**src/rtl/bus_power_init_sequencer.sv**
```systemverilog
// Powers up the MOPS CAN buses one at a time after an init request, with an
// optional oscillator-trim handshake per bus and a timeout on each trim.
module bus_power_init_sequencer #(
    parameter int SETTLE_CYCLES = 16,
    parameter int TRIM_TIMEOUT  = 4096
) (
    input  logic        clk,
    input  logic        rst,
    input  logic        start_init,
    input  logic [4:0]  n_buses,
    input  logic        osc_auto_trim,
    input  logic        end_trim_bus,
    output logic        power_bus_en,
    output logic [4:0]  power_bus_cnt,
    output logic        start_trim_ack,
    output logic        end_power_init,
    output logic        busy,
    output logic [31:0] trim_fail_mask
);

    localparam int SW = $clog2(SETTLE_CYCLES + 1);
    localparam int TW = $clog2(TRIM_TIMEOUT);
    localparam logic [SW-1:0] SETTLE_LAST = SW'(SETTLE_CYCLES - 1);
    localparam logic [TW-1:0] TMO_LAST    = TW'(TRIM_TIMEOUT - 1);

    typedef enum logic [2:0] {
        IDLE,
        POWER_ON,
        TRIM_REQ,
        TRIM_WAIT,
        NEXT,
        DONE
    } state_t;

    state_t        state_q, state_d;
    logic [SW-1:0] settle_q, settle_d;
    logic [TW-1:0] tmo_q, tmo_d;
    logic [4:0]    last_q, last_d;
    logic          trim_q, trim_d;
    logic [4:0]    cnt_d;
    logic [31:0]   mask_d;

    always_comb begin
        // NOTE: every signal gets a default before the case so no path leaves one unassigned (no latches).
        state_d  = state_q;
        settle_d = settle_q;
        tmo_d    = tmo_q;
        last_d   = last_q;
        trim_d   = trim_q;
        cnt_d    = power_bus_cnt;
        mask_d   = trim_fail_mask;
        case (state_q)
            IDLE: begin
                if (start_init) begin
                    last_d   = n_buses;
                    trim_d   = osc_auto_trim;
                    cnt_d    = '0;
                    mask_d   = '0;
                    settle_d = '0;
                    state_d  = POWER_ON;
                end
            end
            POWER_ON: begin
                if (settle_q == SETTLE_LAST) begin
                    settle_d = '0;
                    state_d  = trim_q ? TRIM_REQ : NEXT;
                end else begin
                    settle_d = settle_q + SW'(1);
                end
            end
            TRIM_REQ: begin
                tmo_d   = '0;
                state_d = TRIM_WAIT;
            end
            TRIM_WAIT: begin
                // A done pulse on the last timeout cycle still counts as success.
                if (end_trim_bus) begin
                    state_d = NEXT;
                end else if (tmo_q == TMO_LAST) begin
                    mask_d[power_bus_cnt] = 1'b1;
                    state_d = NEXT;
                end else begin
                    tmo_d = tmo_q + TW'(1);
                end
            end
            NEXT: begin
                if (power_bus_cnt == last_q) begin
                    state_d = DONE;
                end else begin
                    cnt_d   = power_bus_cnt + 5'd1;
                    state_d = POWER_ON;
                end
            end
            DONE:    state_d = IDLE;
            default: state_d = IDLE;
        endcase
    end

    // Outputs are decoded from the next state so they are registered yet
    // line up with the state they describe.
    always_ff @(posedge clk or negedge rst) begin
        if (!rst) begin
            state_q        <= IDLE;
            settle_q       <= '0;
            tmo_q          <= '0;
            last_q         <= '0;
            trim_q         <= 1'b0;
            power_bus_cnt  <= '0;
            trim_fail_mask <= '0;
            power_bus_en   <= 1'b0;
            start_trim_ack <= 1'b0;
            end_power_init <= 1'b0;
            busy           <= 1'b0;
        end else begin
            // NOTE: non-blocking assignments so every register samples pre-edge values.
            state_q        <= state_d;
            settle_q       <= settle_d;
            tmo_q          <= tmo_d;
            last_q         <= last_d;
            trim_q         <= trim_d;
            power_bus_cnt  <= cnt_d;
            trim_fail_mask <= mask_d;
            power_bus_en   <= (state_d == POWER_ON) || (state_d == TRIM_REQ) ||
                              (state_d == TRIM_WAIT);
            start_trim_ack <= (state_d == TRIM_REQ);
            end_power_init <= (state_d == DONE);
            busy           <= (state_d != IDLE);
        end
    end

endmodule

```
**config.mk**
```make
export PLATFORM = sky130hd
export DESIGN_NAME = bus_power_init_sequencer
export DESIGN_NICKNAME = d
export VERILOG_FILES = /design/src/rtl/bus_power_init_sequencer.sv
export SDC_FILE = /design/constraint.sdc
export NUM_CORES = 1
export LEC_CHECK = 0
export CORE_UTILIZATION = 30
export DETAILED_ROUTE_END_ITERATION = 10
export PLACE_DENSITY = 0.52
export SLEW_MARGIN = 10
export SYNTH_ARGS = -nofsm -noshare
export SYNTH_HDL_FRONTEND = slang
export SYNTH_SLANG_ARGS = --single-unit
```
**constraint.sdc**
```tcl
create_clock -name clk -period 2.24 [get_ports clk]
set_input_delay 0.56 -clock clk [delete_from_list [all_inputs] [get_ports clk]]
set_output_delay 0.56 -clock clk [all_outputs]
set_load 0.01 [all_outputs]
```
==> reports/results.ini, run 1 <==
[cells_and_area]
final_net_count = 402
antenna_cells = 0
layout-drive-gt1-share_pct = 11.00
fill_cells = 1097
regArea_um2 = 1677
multiInputGateArea_um2 = 1489
final_common_cell = dfrtp_1
area_growth_pct = 25.62
layout_common_cells = dfrtp_1, clkdlybuf4s50_1, nor2_1
fin_cells = 531

[pwr]
combPwrFrac_pct = 26.5
power.sequential.fraction_pct = 44.4
p_switching_mw = 1.329
switching_share_pct = 35.80
max-vdd-ir-drop_mv = 0.3102
power_density_nw_per_um2 = 885.0
intPower_mw = 2.385
leakagePower_nw = 1.849
power.share.clock_pct = 29.2

[run_status]
outcome = finished, violations left
failed_checks = DRC

[global_routing]
grt_max_degree = 33
grt.met1_usage_pct = 20.12
grt_pass1_vias = 2614
grtUsageMet2_pct = 23.86
grtUsageTotal_pct = 15.12
busiest_layer = met2
overflow = 0
grt_util_met3_pct = 3.511
grt_pass1_wl_um = 13660
grt_antenna_before_repair = 0

[critical_path]
arrival_ns = 1.58
cp_top_family = buffers and inverters
ff2ff_path_depth = 3
endpoint_kind = primary output
crit_path_top_delay_cell = clkdlybuf4s50_1
regToRegSetupSlack_ns = 0.36
timing.critical_path.buf_inv = 1
timing.rr.end = power_bus_cnt[1]
path_class = flip-flop to primary output
cp_max_fo = 12
r2r_start = state_q[2]
worst_setup_path_start_kind = flip-flop
worstPathCellList = clkdlybuf4s50_1
cp.depth = 1
worstPathRequired_ns = 1.68
cp_slowest_stage_delay_ns = 0.63

[floorplan]
std_cell_rows = 38
core_um2 = 10840
initial_utilization_pct = 30.82
die_x_um = 107.5
die_area_um2 = 11560
die_h_um = 107.5
ios = 51

[sta]
hold_viol_final = 0
min_period_ns = 2.142
setup_ws_ns = 0.09846
skew_ns = 0.01177
period_share_pct = 95.60
final_max_slew_viol_count = 0
max_freq_ghz = 0.4670
tns_ns = 0
setup_viol = 0
slew_headroom_pct = 61.76
tightest_slew_ns = 0.5736
grt_setup_unrepaired = false

[job]
drv_cap = 0

[synth]
synth-edff-count = 0
synthesis.area_um2 = 3341
yosysUniqueCellTypes = 49
seq_area_frac_synth_pct = 50.19
synth_ff_type = dfrtp_1
synthArstFlopShare_pct = 100.0
synth_seq_cells = 67
synth_cells = 335
syn_area_per_cell_um2 = 9.972
ys_warn_count = 0
mappedNetlistNets = 351

[clock_network]
post_cts_buffers = 0
cts_num_sinks = 67
insertion_delay_ns = 0.36
post_cts_resize_count = 0
ctsHoldBuffers = 0
clkTransAtPathRegs_ns = 0.08
h-tree-depth = 3
cts_buffers = 9
clock_path_buffers = 2
cts-root-buf = clkbuf_8
tritoncts = built

[detailed_routing]
dr.pass1.iters = 9
drt_iter0_markers = 73
antenna_left = 0
routed_wl_um = 8013
via_per_inst = 5.028
via_count = 2670
post_drt_wl_per_cell_um = 15.09
drc = 1

[placement]
gp_congestion = 0.7659
port_buffers = 50
dp_hpwl_um = 5523
pre_cts_ws_ns = 0.1622
placed_cells = 515

[hold_path]
hp-class = input port to async pin

per-layer routing:
| layer | share of wire, % | wire (um) |
|---|---|---|
| met1 | 48 | 3845 |
| met2 | 48 | 3811 |
| met3 | 3.6 | 291 |
| met4 | 0.80 | 64 |
| met5 | 0 | 0 |
flip-flops by register name, indices dropped and copies added, names as in the netlist:
signal	count
power_bus_en	1
tmo_q	12
busy	1
trim_q	1
trim_fail_mask	32
settle_q	5
power_bus_cnt	5
end_power_init	1
start_trim_ack	1
last_q	5
state_q	3
power by group through the flow:
| stage | registers [mW] | logic (mW) | clock network, mW |
|---|---|---|---|
| floorplan | 1.62 | 0.738 | 0 |
| global placement | 1.67 | 0.982 | 0 |
| detailed placement | 1.67 | 0.991 | 0 |
| CTS | 1.65 | 0.995 | 1.12 |
| global route | 1.68 | 1.11 | 1.17 |
| finish | 1.65 | 0.983 | 1.08 |
cell families after synthesis:
logic type	after synthesis	share of synthesized area, %
DFF	67	50.19
xor gates and xnor gates	5	1.311
buffers and inverters	28	5.244
adders and majority gates	6	2.247
muxes	11	3.371
AOI/OAI and AO/OA	69	14.49
and+or+nand+nor	149	23.15
layout make-up:
type | instances | share of cell area, %
sequential | 67 | 39.95
tap | 140 | 4.174
timing repair buffer | 63 | 15.03
clock inverter | 7 | 1.968
inverter | 5 | 0.4472
clock buffer | 9 | 2.952
multi-input combinational | 240 | 35.48
stage by stage:
| step | hold WS [ns] | total power, mW | utilization [%] | cell area, um2 |
|---|---|---|---|---|
| 3_3_place_gp | 0.4753 | 2.647 | 36.81 | 3990 |
| 3_5_place_dp | 0.4870 | 2.658 | 36.81 | 3990 |
| 2_1_floorplan | 0.2644 | 2.357 | - | 3341 |
| 5_1_grt | 0.2236 | 3.959 | 38.71 | 4197 |
| 4_1_cts | 0.2002 | 3.759 | 38.71 | 4197 |
| 6_report | 0.1922 | 3.714 | 38.71 | 4197 |
Yosys cell counts, types with 3 or more instances:
cell type | count | share of area (%)
nor2_1 | 44 | 4.9
mux2i_1 | 9 | 2.7
a2111o_1 | 3 | 1.0
nor3b_1 | 3 | 0.67
clkbuf_1 | 9 | 1.0
nand2b_1 | 9 | 1.7
and3_1 | 9 | 1.7
nand2_1 | 42 | 4.7
ha_1 | 6 | 2.2
xnor2_1 | 3 | 0.79
o21ai_0 | 5 | 0.75
a21oi_1 | 12 | 1.8
nor3_1 | 6 | 0.90
o21ai_1 | 3 | 0.45
and3b_1 | 3 | 0.79
nand3_1 | 8 | 1.2
buf_6 | 8 | 2.7
a31oi_1 | 33 | 6.2
dfrtp_1 | 67 | 50
a211oi_1 | 3 | 0.67
nand4_1 | 7 | 1.3
and4_1 | 3 | 0.79
inv_1 | 5 | 0.56
buf_2 | 5 | 0.75
how the worst max path moves through the flow:
| stage | startpoint | end |
|---|---|---|
| after floorplan | tmo_q[0] | tmo_q[5] |
| after global placement | start_init | trim_fail_mask[16] |
| after detailed placement | start_init | trim_fail_mask[22] |
| after CTS | power_bus_cnt[4] | power_bus_cnt[4] |
| after global routing | power_bus_cnt[4] | power_bus_cnt[4] |
| final | power_bus_cnt[4] | power_bus_cnt[4] |
(Power assumes the default switching activity.)
==> run 2: changes to the inputs <==
Settings changed: CORE_UTILIZATION 30 to 54, PLACE_DENSITY 0.52 to 0.83.
==> reports/results.ini, run 2 (same netlist as run 1, synthesis figures left out) <==
[cells_and_area]
final_net_count = 399  ; was 402
final_common_cell = dfrtp_1  ; unchanged
area_growth_pct = 23.82  ; was 25.62%
layout_common_cells = dfrtp_1, clkdlybuf4s50_1, nor2_1  ; unchanged
largest-register = trim_fail_mask  ; unchanged
antenna_cells = 0  ; unchanged
layout-drive-gt1-share_pct = 10.31  ; was 11.00%
fill_cells = 460  ; was 1097
reg.largest.list = trim_fail_mask: 32 flops, tmo_q: 12 flops  ; unchanged
design_area_um2 = 4136  ; was 4197 um2
largest_reg_flops = 32  ; unchanged

[clock_network]
post_cts_resize_count = 0  ; unchanged
h-tree-depth = 3  ; unchanged
cts_num_sinks = 67  ; unchanged
ctsHoldBuffers = 0  ; unchanged
cts_buffers = 9  ; unchanged
clock_path_buffers = 2  ; unchanged
insertion_delay_ns = 0.34  ; was 0.36 ns
post_cts_buffers = 0  ; unchanged
clkTransAtPathRegs_ns = 0.08  ; about the same
tritoncts = built  ; unchanged
cts-root-buf = clkbuf_8  ; unchanged

[floorplan]
die_h_um = 80.66  ; was 107.5 um
die_x_um = 80.66  ; was 107.5 um
std_cell_rows = 28  ; was 38
ios = 51  ; unchanged
die_area_um2 = 6505  ; was 11560 um2
core_um2 = 5956  ; was 10840 um2
initial_utilization_pct = 56.09  ; was 30.82%

[global_routing]
grt_pass1_vias = 2478  ; was 2614
grt_max_degree = 68  ; was 33
grtUsageTotal_pct = 24.46  ; was 15.12%
overflow = 0  ; unchanged
grt_pass1_wl_um = 12020  ; was 13660 um
grt_antenna_before_repair = 0  ; unchanged

[sta]
whs_ns = 0.2236  ; was 0.1922 ns
hold_viol_final = 0  ; unchanged
slew_headroom_pct = 63.58  ; was 61.76%
grt_setup_unrepaired = false  ; unchanged
setup_viol = 0  ; unchanged
tns_ns = 0  ; unchanged
period_share_pct = 92.35  ; was 95.60%
setup_ws_ns = 0.1715  ; was 0.09846 ns
max_freq_ghz = 0.4834  ; was 0.4670 GHz
final_max_slew_viol_count = 0  ; unchanged
skew_ns = 0.007802  ; was 0.01177 ns
min_period_ns = 2.069  ; was 2.142 ns
tightest_slew_ns = 0.5450  ; was 0.5736 ns

[pwr]
power_density_nw_per_um2 = 935.8  ; was 885.0 nW/um2
max-vdd-ir-drop_mv = 0.6916  ; was 0.3102 mV
totalPowerFinal_mw = 3.871  ; was 3.714 mW
leakagePower_nw = 1.860  ; was 1.849 nW

[detailed_routing]
drc = 0  ; was 1
drt_iter0_markers = 202  ; was 73
post_drt_wl_per_cell_um = 15.39  ; was 15.09 um
routed_wl_um = 7127  ; was 8013 um
dr.pass1.iters = 5  ; was 9
antenna_left = 0  ; unchanged
via_count = 2680  ; was 2670
via_per_inst = 5.788  ; was 5.028

[critical_path]
cp.depth = 1  ; unchanged
worstPathCellList = clkdlybuf4s50_1  ; unchanged
crit_path_top_delay_cell = clkdlybuf4s50_1  ; unchanged
cp_top_family = buffers and inverters  ; unchanged
worstPathRequired_ns = 1.68  ; about the same
cp_slowest_stage_delay_ns = 0.61  ; was 0.63 ns
endpoint_kind = primary output  ; unchanged
path_class = flip-flop to primary output  ; unchanged
timing.critical_path.buf_inv = 1  ; unchanged
arrival_ns = 1.51  ; was 1.58 ns
cp_max_fo = 12  ; unchanged
worst_setup_path_start_kind = flip-flop  ; unchanged
ff2ff_path_depth = 5  ; was 3

[placement]
dpl_cell_area_um2 = 3886  ; was 3990 um2
dp_hpwl_um = 4803  ; was 5523 um
pre_cts_ws_ns = 0.1747  ; was 0.1622 ns
port_buffers = 50  ; unchanged
gp_congestion = 0.8181  ; was 0.7659

[run_status]
outcome = finished, final reports clean  ; was finished, violations left

[hold_path]
hp-class = input port to async pin  ; unchanged

[job]
drv_cap = 0  ; unchanged

==> run 2: cell types whose count changed in the layout (fill, tap and decap cells not counted), moves of 2 or more <==
cell	before	now
buf_4	10	7
bufinv_16	1	3
clkinv_4	0	2
clkinvlp_4	2	0
inv_6	3	0
==> run 2: worst paths after layout <==
check / to / startpoint / slack [ns]
worst min register to register: last_q[1] / last_q[1] / 0.50
worst max register to register: tmo_q[10] / tmo_q[0] / 0.43
worst max-delay path: power_bus_cnt[4] / power_bus_cnt[4] / 0.17
worst min-delay path: last_q[3] / rst / 0.22
min in group clk: last_q[1] / last_q[1] / 0.50
max in group asynchronous: trim_fail_mask[15] / rst / 1.72
==> run 2: final cells by class <==
cell class | instances | area, um2 | share of cell area (%)
clock buffer | 10 | 137.6 | 3.327
clock inverter | 6 | 112.6 | 2.722
inverter | 5 | 18.77 | 0.4537
multi-input combinational | 240 | 1489 | 36.00
sequential | 67 | 1677 | 40.53
tap | 75 | 93.84 | 2.269
timing repair buffer | 60 | 608.1 | 14.70
==> run 2: where the power goes <==
part	switching [mW]	internal (mW)	leakage, nW
Combinational	0.555	0.413	0.861
Clock	0.476	0.772	0.126
Sequential	0.229	1.43	0.873
==> run 2: worst reg2reg max path, stage by stage (launching register included) <==
cell and delay, ns:
dfrtp_1 0.41, ha_1 0.23, and3_1 0.21, a31o_2 0.34
a211oi_1 0.33, mux2i_1 0.21
==> run 2: per-stage QoR <==
stage          std cells  util (%)
3_5_place_dp         447     65.25
5_1_grt              463     69.45
6_report             463     69.45
4_1_cts              463     69.45
3_3_place_gp         447     65.25
2_1_floorplan        335         -
==> run 2: metal layers <==
layer	GRT usage, %	share of wire, %
met1	32.16	43
met2	40.85	50
met3	4.091	5.1
met4	8.036	1.2
met5	0	0
